[src/rtl/noc_pkg.sv]
// Shared NoC flit definitions: default field widths, field extraction and the
// saturating 8-bit statistics increment used by both sources and sinks.
package noc_pkg;

  localparam int FLIT_SIZE      = 8;
  localparam int FLIT_DEST_BITS = 4;

  typedef logic [FLIT_SIZE-1:0]                flit_t;
  typedef logic [FLIT_DEST_BITS-1:0]           dest_t;
  typedef logic [FLIT_SIZE-FLIT_DEST_BITS-1:0] payload_t;

  function automatic dest_t flit_dest(flit_t flit);
    return flit[FLIT_DEST_BITS-1:0];
  endfunction

  function automatic payload_t flit_payload(flit_t flit);
    return flit[FLIT_SIZE-1:FLIT_DEST_BITS];
  endfunction

  // Statistics stick at 255 rather than wrapping so checkers never see a reset-like drop.
  function automatic logic [7:0] sat_inc8(logic [7:0] value);
    return (value == 8'hFF) ? value : value + 8'd1;
  endfunction

endpackage

[src/rtl/flit_sink_if.sv]
// Sink-side bundle: two-phase req/ack flit channel plus the valid/ready drain port.
interface flit_sink_if #(
  parameter int SIZE             = 8,
  parameter int DESTINATION_BITS = 4
);

  logic                             req;
  logic                             ack;
  logic [SIZE-1:0]                  data;
  logic                             out_valid;
  logic                             out_ready;
  logic [SIZE-DESTINATION_BITS-1:0] out_data;

  modport master (output req, data, out_ready, input ack, out_valid, out_data);
  modport slave  (input req, data, out_ready, output ack, out_valid, out_data);

endinterface

[src/rtl/flit_fifo.sv]
// Small payload FIFO with natural-wrap pointers and an extra count bit to tell full from empty.
module flit_fifo #(
  parameter int WIDTH = 4,
  parameter int DEPTH = 4
) (
  input  logic                     clk,
  input  logic                     reset,
  input  logic                     push,
  input  logic [WIDTH-1:0]         push_data,
  input  logic                     pop,
  output logic [WIDTH-1:0]         head_data,
  output logic [$clog2(DEPTH):0]   count,
  output logic                     full,
  output logic                     empty
);

  localparam int PTR_BITS = $clog2(DEPTH);

  logic [WIDTH-1:0]    mem [DEPTH];
  logic [PTR_BITS-1:0] wr_ptr_reg;
  logic [PTR_BITS-1:0] rd_ptr_reg;
  logic [PTR_BITS:0]   count_reg;
  logic                push_ok;
  logic                pop_ok;

  assign full    = (count_reg == (PTR_BITS+1)'(DEPTH));
  assign empty   = (count_reg == '0);
  assign push_ok = push && !full;
  assign pop_ok  = pop && !empty;

  always_ff @(posedge clk) begin
    if (reset) begin
      wr_ptr_reg <= '0;
      rd_ptr_reg <= '0;
      count_reg  <= '0;
    end else begin
      if (push_ok) wr_ptr_reg <= wr_ptr_reg + PTR_BITS'(1);
      if (pop_ok)  rd_ptr_reg <= rd_ptr_reg + PTR_BITS'(1);
      case ({push_ok, pop_ok})
        2'b10:   count_reg <= count_reg + (PTR_BITS+1)'(1);
        2'b01:   count_reg <= count_reg - (PTR_BITS+1)'(1);
        default: count_reg <= count_reg;
      endcase
    end
  end

  // Storage needs no reset: count gates every read of stale entries.
  always_ff @(posedge clk) begin
    if (push_ok) mem[wr_ptr_reg] <= push_data;
  end

  assign head_data = mem[rd_ptr_reg];
  assign count     = count_reg;

endmodule

[src/rtl/flit_sink.sv]
// Destination endpoint: acknowledges two-phase flits, buffers payloads addressed to ID,
// drops and counts misrouted ones, and drains the buffer over valid/ready.
module flit_sink
  import noc_pkg::*;
#(
  parameter int ID               = 0,
  parameter int SIZE             = FLIT_SIZE,
  parameter int DESTINATION_BITS = FLIT_DEST_BITS,
  parameter int DEPTH            = 4
) (
  input  logic       clk,
  input  logic       reset,
  flit_sink_if.slave chan,
  output logic [7:0] rx_count,
  output logic [7:0] misrouted_count
);

  localparam int PAYLOAD_BITS = SIZE - DESTINATION_BITS;
  localparam logic [DESTINATION_BITS-1:0] ID_DEST = DESTINATION_BITS'(ID);

  logic [DESTINATION_BITS-1:0] dest;
  logic [PAYLOAD_BITS-1:0]     payload;
  logic [PAYLOAD_BITS-1:0]     head_data;
  logic [$clog2(DEPTH):0]      fifo_count;
  logic                        fifo_full;
  logic                        fifo_empty;
  logic                        pending;
  logic                        match;
  logic                        consume;
  logic                        push;
  logic                        pop;
  logic                        ack_reg;
  logic [7:0]                  rx_count_reg;
  logic [7:0]                  misrouted_count_reg;

  generate
    if (SIZE == FLIT_SIZE && DESTINATION_BITS == FLIT_DEST_BITS) begin : g_pkg_decode
      assign dest    = flit_dest(chan.data);
      assign payload = flit_payload(chan.data);
    end else begin : g_slice_decode
      assign dest    = chan.data[DESTINATION_BITS-1:0];
      assign payload = chan.data[SIZE-1:DESTINATION_BITS];
    end
  endgenerate

  // Full is the registered state, so a pop on this edge only frees room for the next one.
  assign pending = chan.req ^ ack_reg;
  assign match   = (dest == ID_DEST);
  assign consume = pending && (!match || !fifo_full);
  assign push    = consume && match;
  assign pop     = chan.out_ready && !fifo_empty;

  always_ff @(posedge clk) begin
    if (reset) begin
      ack_reg             <= 1'b0;
      rx_count_reg        <= 8'd0;
      misrouted_count_reg <= 8'd0;
    end else if (consume) begin
      ack_reg      <= chan.req;
      rx_count_reg <= sat_inc8(rx_count_reg);
      if (!match) misrouted_count_reg <= sat_inc8(misrouted_count_reg);
    end
  end

  flit_fifo #(
    .WIDTH (PAYLOAD_BITS),
    .DEPTH (DEPTH)
  ) u_fifo (
    .clk       (clk),
    .reset     (reset),
    .push      (push),
    .push_data (payload),
    .pop       (pop),
    .head_data (head_data),
    .count     (fifo_count),
    .full      (fifo_full),
    .empty     (fifo_empty)
  );

  assign chan.ack        = ack_reg;
  assign chan.out_valid  = (fifo_count != '0);
  assign chan.out_data   = head_data;
  assign rx_count        = rx_count_reg;
  assign misrouted_count = misrouted_count_reg;

endmodule

[src/flat_wrapper.sv]
// flat-port wrapper written by rule: the top's interface ports become plain ports
module flit_sink_flat import noc_pkg::*;
#(
  parameter int ID               = 0,
  parameter int SIZE             = FLIT_SIZE,
  parameter int DESTINATION_BITS = FLIT_DEST_BITS,
  parameter int DEPTH            = 4
)
  (clk, reset, rx_count, misrouted_count, chan_req, chan_data, chan_out_ready, chan_ack, chan_out_valid, chan_out_data);
  flit_sink_if #(.SIZE(SIZE), .DESTINATION_BITS(DESTINATION_BITS)) chan_i ();
  input  logic clk;
  input  logic reset;
  output logic [7:0] rx_count;
  output logic [7:0] misrouted_count;
  input wire logic [$bits(chan_i.req)-1:0] chan_req;
  input wire logic [$bits(chan_i.data)-1:0] chan_data;
  input wire logic [$bits(chan_i.out_ready)-1:0] chan_out_ready;
  output wire logic [$bits(chan_i.ack)-1:0] chan_ack;
  output wire logic [$bits(chan_i.out_valid)-1:0] chan_out_valid;
  output wire logic [$bits(chan_i.out_data)-1:0] chan_out_data;
  assign chan_i.req = chan_req;
  assign chan_i.data = chan_data;
  assign chan_i.out_ready = chan_out_ready;
  assign chan_ack = chan_i.ack;
  assign chan_out_valid = chan_i.out_valid;
  assign chan_out_data = chan_i.out_data;
  flit_sink #(.ID(ID), .SIZE(SIZE), .DESTINATION_BITS(DESTINATION_BITS), .DEPTH(DEPTH)) u_core (.clk(clk), .reset(reset), .chan(chan_i), .rx_count(rx_count), .misrouted_count(misrouted_count));
endmodule
[config.mk]
export PLATFORM = sky130hd
export DESIGN_NAME = flit_sink_flat
export DESIGN_NICKNAME = d
export VERILOG_FILES = /design/src/rtl/noc_pkg.sv /design/src/rtl/flit_sink_if.sv /design/src/rtl/flit_fifo.sv /design/src/rtl/flit_sink.sv /design/src/flat_wrapper.sv
export SDC_FILE = /design/constraint.sdc
export NUM_CORES = 1
export LEC_CHECK = 0
export ABC_AREA = 1
export CORE_MARGIN = 3
export CORE_UTILIZATION = 53
export DETAILED_ROUTE_END_ITERATION = 8
export PLACE_DENSITY = 0.87
export SETUP_SLACK_MARGIN = 0.02
export SKIP_LAST_GASP = 1
export SLEW_MARGIN = 30
export SYNTH_ARGS = -nofsm -noshare
export SYNTH_HDL_FRONTEND = slang
export SYNTH_SLANG_ARGS = --single-unit
[constraint.sdc]
create_clock -name clk -period 2.5 [get_ports clk]
set_input_delay 0.5 -clock clk [delete_from_list [all_inputs] [get_ports clk]]
set_output_delay 0.5 -clock clk [all_outputs]
set_load 0.05 [all_outputs]
==> results list <==
- In this run the worst path has a maximum fanout of 2.
* Vias in the first global route: 1665
- Floorplan Core Area: 0.00372 mm^2
- Die height: between 60 and 70 um
* Sink count of the clock tree: 42
- CTS Buf Count: 5
* Post-synth design cell area: 0.00209 mm^2
- Drt wl/cell: between 10 and 15 um
- Clock skew on the completed layout was measured at 5.60 ps.
- Deepest level of the CTS H-tree: 2
- Sequential area share after synthesis: 48.0%
* Startpoint-to-endpoint class of the critical path: input pin to flip-flop
* Register clock-pin slew on the reported worst setup and hold paths: 80 ps
* Setup_tns: 0 ps
* Final hold violation count: 0
* Number of I/O pins: 34
* Number of cells on the worst hold path: 1
- Number of antenna diodes: 0
- The startpoint identified for the worst hold timing path is u_core.u_fifo.count[0].
- Final critical delay including setup and external delays: 2210 ps
- For hold timing, the worst endpoint is u_core.u_fifo.count[0].
- The initial antenna violation count came to 0.
* Period utilization: 88.5%
* Worst relative slew slack: roughly 65%
- The root buffer cell chosen for the clock tree is sky130_fd_sc_hd__clkbuf_8.
- Yosys mapped the design onto 27 distinct sky130hd cell types.
* Final core utilization: 69.9%
* Avg Inst Size Synth: between 8 and 9 um^2
- Counting every instance in the synthesized netlist gives roughly 250.
- Data on the critical path arrives at its endpoint at 2400 ps.
- Reg2Reg Capture Point: u_core.u_fifo.count[2]
* Largest net degree at the start of global routing: 16
- Total Nets Final: 316
- Based on the critical path, the design can be clocked at up to 452 MHz.
- Slew @ Worst Pin: 517 ps
- Counting along the longest clock path gives a buffer depth of 2.
- Post-detailed-route via-to-cell ratio: 5.00
- Summed over all nets, the half-perimeter wirelength after detailed placement is approximately 2.8 mm.
* Crit end category: flip-flop
* Iter 0 DRT Violations: 72
- The congestion estimate from routability-driven global placement came to a little over 0.8.
- Across the run, the number of max-cap violations was 0.
- Run status: completed
- Post-CTS setup buffer count: 0
* Routed wire length: around 3.9 mm
* Total congestion overflow after global routing: 0
- The die covers ~0.0047 mm^2.
* Final setup fails: 0
* TritonRoute pass-1 iters: 4
- Residual antenna-violating net count after detailed routing: 0
- Die width: 68.8 um
* Synthesized flop and latch total: between 40 and 50
- Overall routing resource usage: 18.9%
- First-pass GRT wire length: 6.71 mm
* Number of pins exceeding their max-slew limit in the final report: 0
* Setup slack of the most critical reg-to-reg path: 550 ps
- Required time at the worst-slack endpoint: 2680 ps
- Syn Nets: ~270
* Share of cells above drive strength 1: 10.4%
* Number of placement rows: 22
* Worst Hold Class: flip-flop to flip-flop
- In the routed design, unresolved DRC markers number 0.
- Area delta synth->final: 24.5%
- Worst R2R Path Depth: 12
- Count of port buffers added during placement: 33
- Power spread over the standard cell area amounts to 622 mW/mm^2.
- The worst-case IR drop observed on VDD is between 500 and 600 uV.
- The worst register-to-register path begins at u_core.u_fifo.count[1].
* Unrepaired setup endpoints after global routing: false
- The register with the most flip-flops in the layout has 16 of them.
- During synthesis, Yosys emitted a total of 0 warnings.
- CP Launch Type: input pin
- Count of vias placed by the detailed router: between 1500 and 2000
- Static leakage: 1.02 nW
- The initial utilization of the core area, before any placement, comes to about 56%.
- The clock reaches the later pin of the worst-skew pair after slightly below 300 ps.
- TritonCTS built the clock tree.
-- per-stage QoR --
step	total power [mW]	hold slack [ps]	cell area [um^2]	cells	setup WS, ps
after floorplan	1.06	433	2090	254	309
after global placement	1.19	447	2500	337	14.3
after detailed placement	1.19	457	2500	337	-42.9
after CTS	1.63	472	2590	345	22.2
after global routing	1.71	493	2600	345	20.6
final	1.62	474	2600	345	288
-- timing repair --
action | in CTS | in global routing
setup endpoints to repair | 2 | 3
gates cloned | 0 | 0
hold buffers | 0 | 0
resized for setup | 2 | 4
-- cell usage after synthesis --
master	number	area [um^2]
sky130_fd_sc_hd__nand2_2	5	31.3
sky130_fd_sc_hd__xor2_1	2	17.5
sky130_fd_sc_hd__nand3b_1	3	22.5
sky130_fd_sc_hd__dfxtp_1	26	521
sky130_fd_sc_hd__o21bai_1	1	7.51
sky130_fd_sc_hd__nor2_4	2	22.5
sky130_fd_sc_hd__nand2_4	2	22.5
sky130_fd_sc_hd__nor2_1	37	139
sky130_fd_sc_hd__nand3_1	17	85.1
sky130_fd_sc_hd__fa_1	1	20.0
sky130_fd_sc_hd__nand2_1	50	188
sky130_fd_sc_hd__buf_4	1	7.51
sky130_fd_sc_hd__xnor2_1	5	43.8
sky130_fd_sc_hd__nand3_4	1	17.5
sky130_fd_sc_hd__nor2_2	4	25.0
sky130_fd_sc_hd__clkbuf_1	2	7.51
sky130_fd_sc_hd__o21ai_0	17	85.1
sky130_fd_sc_hd__and3_1	1	6.26
sky130_fd_sc_hd__o22ai_1	4	25.0
sky130_fd_sc_hd__nand3_2	1	10.0
sky130_fd_sc_hd__ha_1	7	87.6
sky130_fd_sc_hd__and2_1	1	6.26
sky130_fd_sc_hd__buf_6	1	11.3
sky130_fd_sc_hd__a21oi_1	17	85.1
sky130_fd_sc_hd__inv_1	28	105
sky130_fd_sc_hd__inv_2	2	7.51
sky130_fd_sc_hd__edfxtp_1	16	480
-- worst max-delay path, cell delays in order --
cell and delay, ps:
sky130_fd_sc_hd__clkdlybuf4s50_1 440, sky130_fd_sc_hd__xnor2_1 310, sky130_fd_sc_hd__nor2_4 80, sky130_fd_sc_hd__nand2_2 80, sky130_fd_sc_hd__ha_1 140, sky130_fd_sc_hd__inv_1 60
sky130_fd_sc_hd__fa_1 370, sky130_fd_sc_hd__a21oi_1 130, sky130_fd_sc_hd__o21ai_0 110, sky130_fd_sc_hd__o21ai_1 130, sky130_fd_sc_hd__a21oi_1 50
-- placed cells by master, fill, tap and decap left out, types with 3 or more instances in the layout --
cell / netlist / final
sky130_fd_sc_hd__ha_1: 7 / 7
sky130_fd_sc_hd__clkdlybuf4s50_1: 0 / 29
sky130_fd_sc_hd__nand2_1: 50 / 50
sky130_fd_sc_hd__o22ai_1: 4 / 4
sky130_fd_sc_hd__nand3_1: 17 / 17
sky130_fd_sc_hd__a21oi_1: 17 / 17
sky130_fd_sc_hd__nor2_2: 4 / 3
sky130_fd_sc_hd__edfxtp_1: 16 / 16
sky130_fd_sc_hd__xnor2_1: 5 / 5
sky130_fd_sc_hd__dfxtp_1: 26 / 26
sky130_fd_sc_hd__clkbuf_8: 0 / 5
sky130_fd_sc_hd__nor2_4: 2 / 3
sky130_fd_sc_hd__o21ai_0: 17 / 16
sky130_fd_sc_hd__nor2_1: 37 / 37
sky130_fd_sc_hd__nand3b_1: 3 / 3
sky130_fd_sc_hd__inv_1: 28 / 28
sky130_fd_sc_hd__buf_4: 1 / 6
sky130_fd_sc_hd__nand2_2: 5 / 5
-- where the power goes --
group          total [mW]  switching [mW]  internal [mW]
sequential          0.777          0.0354          0.742
combinational       0.394           0.257          0.138
clock               0.444           0.243          0.201
-- how the worst max path moves through the flow --
stage,startpoint,endpoint,slack [ps],depth (start not counted)
6_report,chan_req,u_core.u_fifo.count[2],290,11
4_1_cts,flip-flop,chan_out_data[3],20,4
3_5_place_dp,chan_data[1],u_core.u_fifo.count[2],-40,13
3_3_place_gp,chan_data[3],u_core.u_fifo.count[2],10,13
2_1_floorplan,u_core.chan.ack,u_core.u_fifo.count[2],310,10
5_1_grt,chan_data[1],u_core.u_fifo.count[2],20,13
-- area by class of cell --
type                            instances  area (um^2)
Fill cell                             283         1120
Clock inverter                          3         25.0
Timing Repair Buffer                   39          378
Inverter                               30          113
Clock buffer                            5         68.8
Sequential cell                        42         1000
Tap cell                               48         60.1
Multi-Input combinational cell        178          952
-- per-layer routing --
metal	up-vias	track usage, %	part of all wire, %
met5	-	0	0
met4	0	9.73	1.4
met3	8	4.54	3.9
met2	29	33.4	51
met1	782	21.0	44
li1	906	-	-
-- cell families after synthesis --
family | Yosys count | synth area share, %
compound gates | 39 | 9.71
flops | 42 | 48.0
xor+xnor | 7 | 2.94
simple gates | 124 | 27.6
fa+ha+maj | 8 | 5.16
buf+inv | 34 | 6.66
No activity file was read; power rests on OpenSTA's default activity.
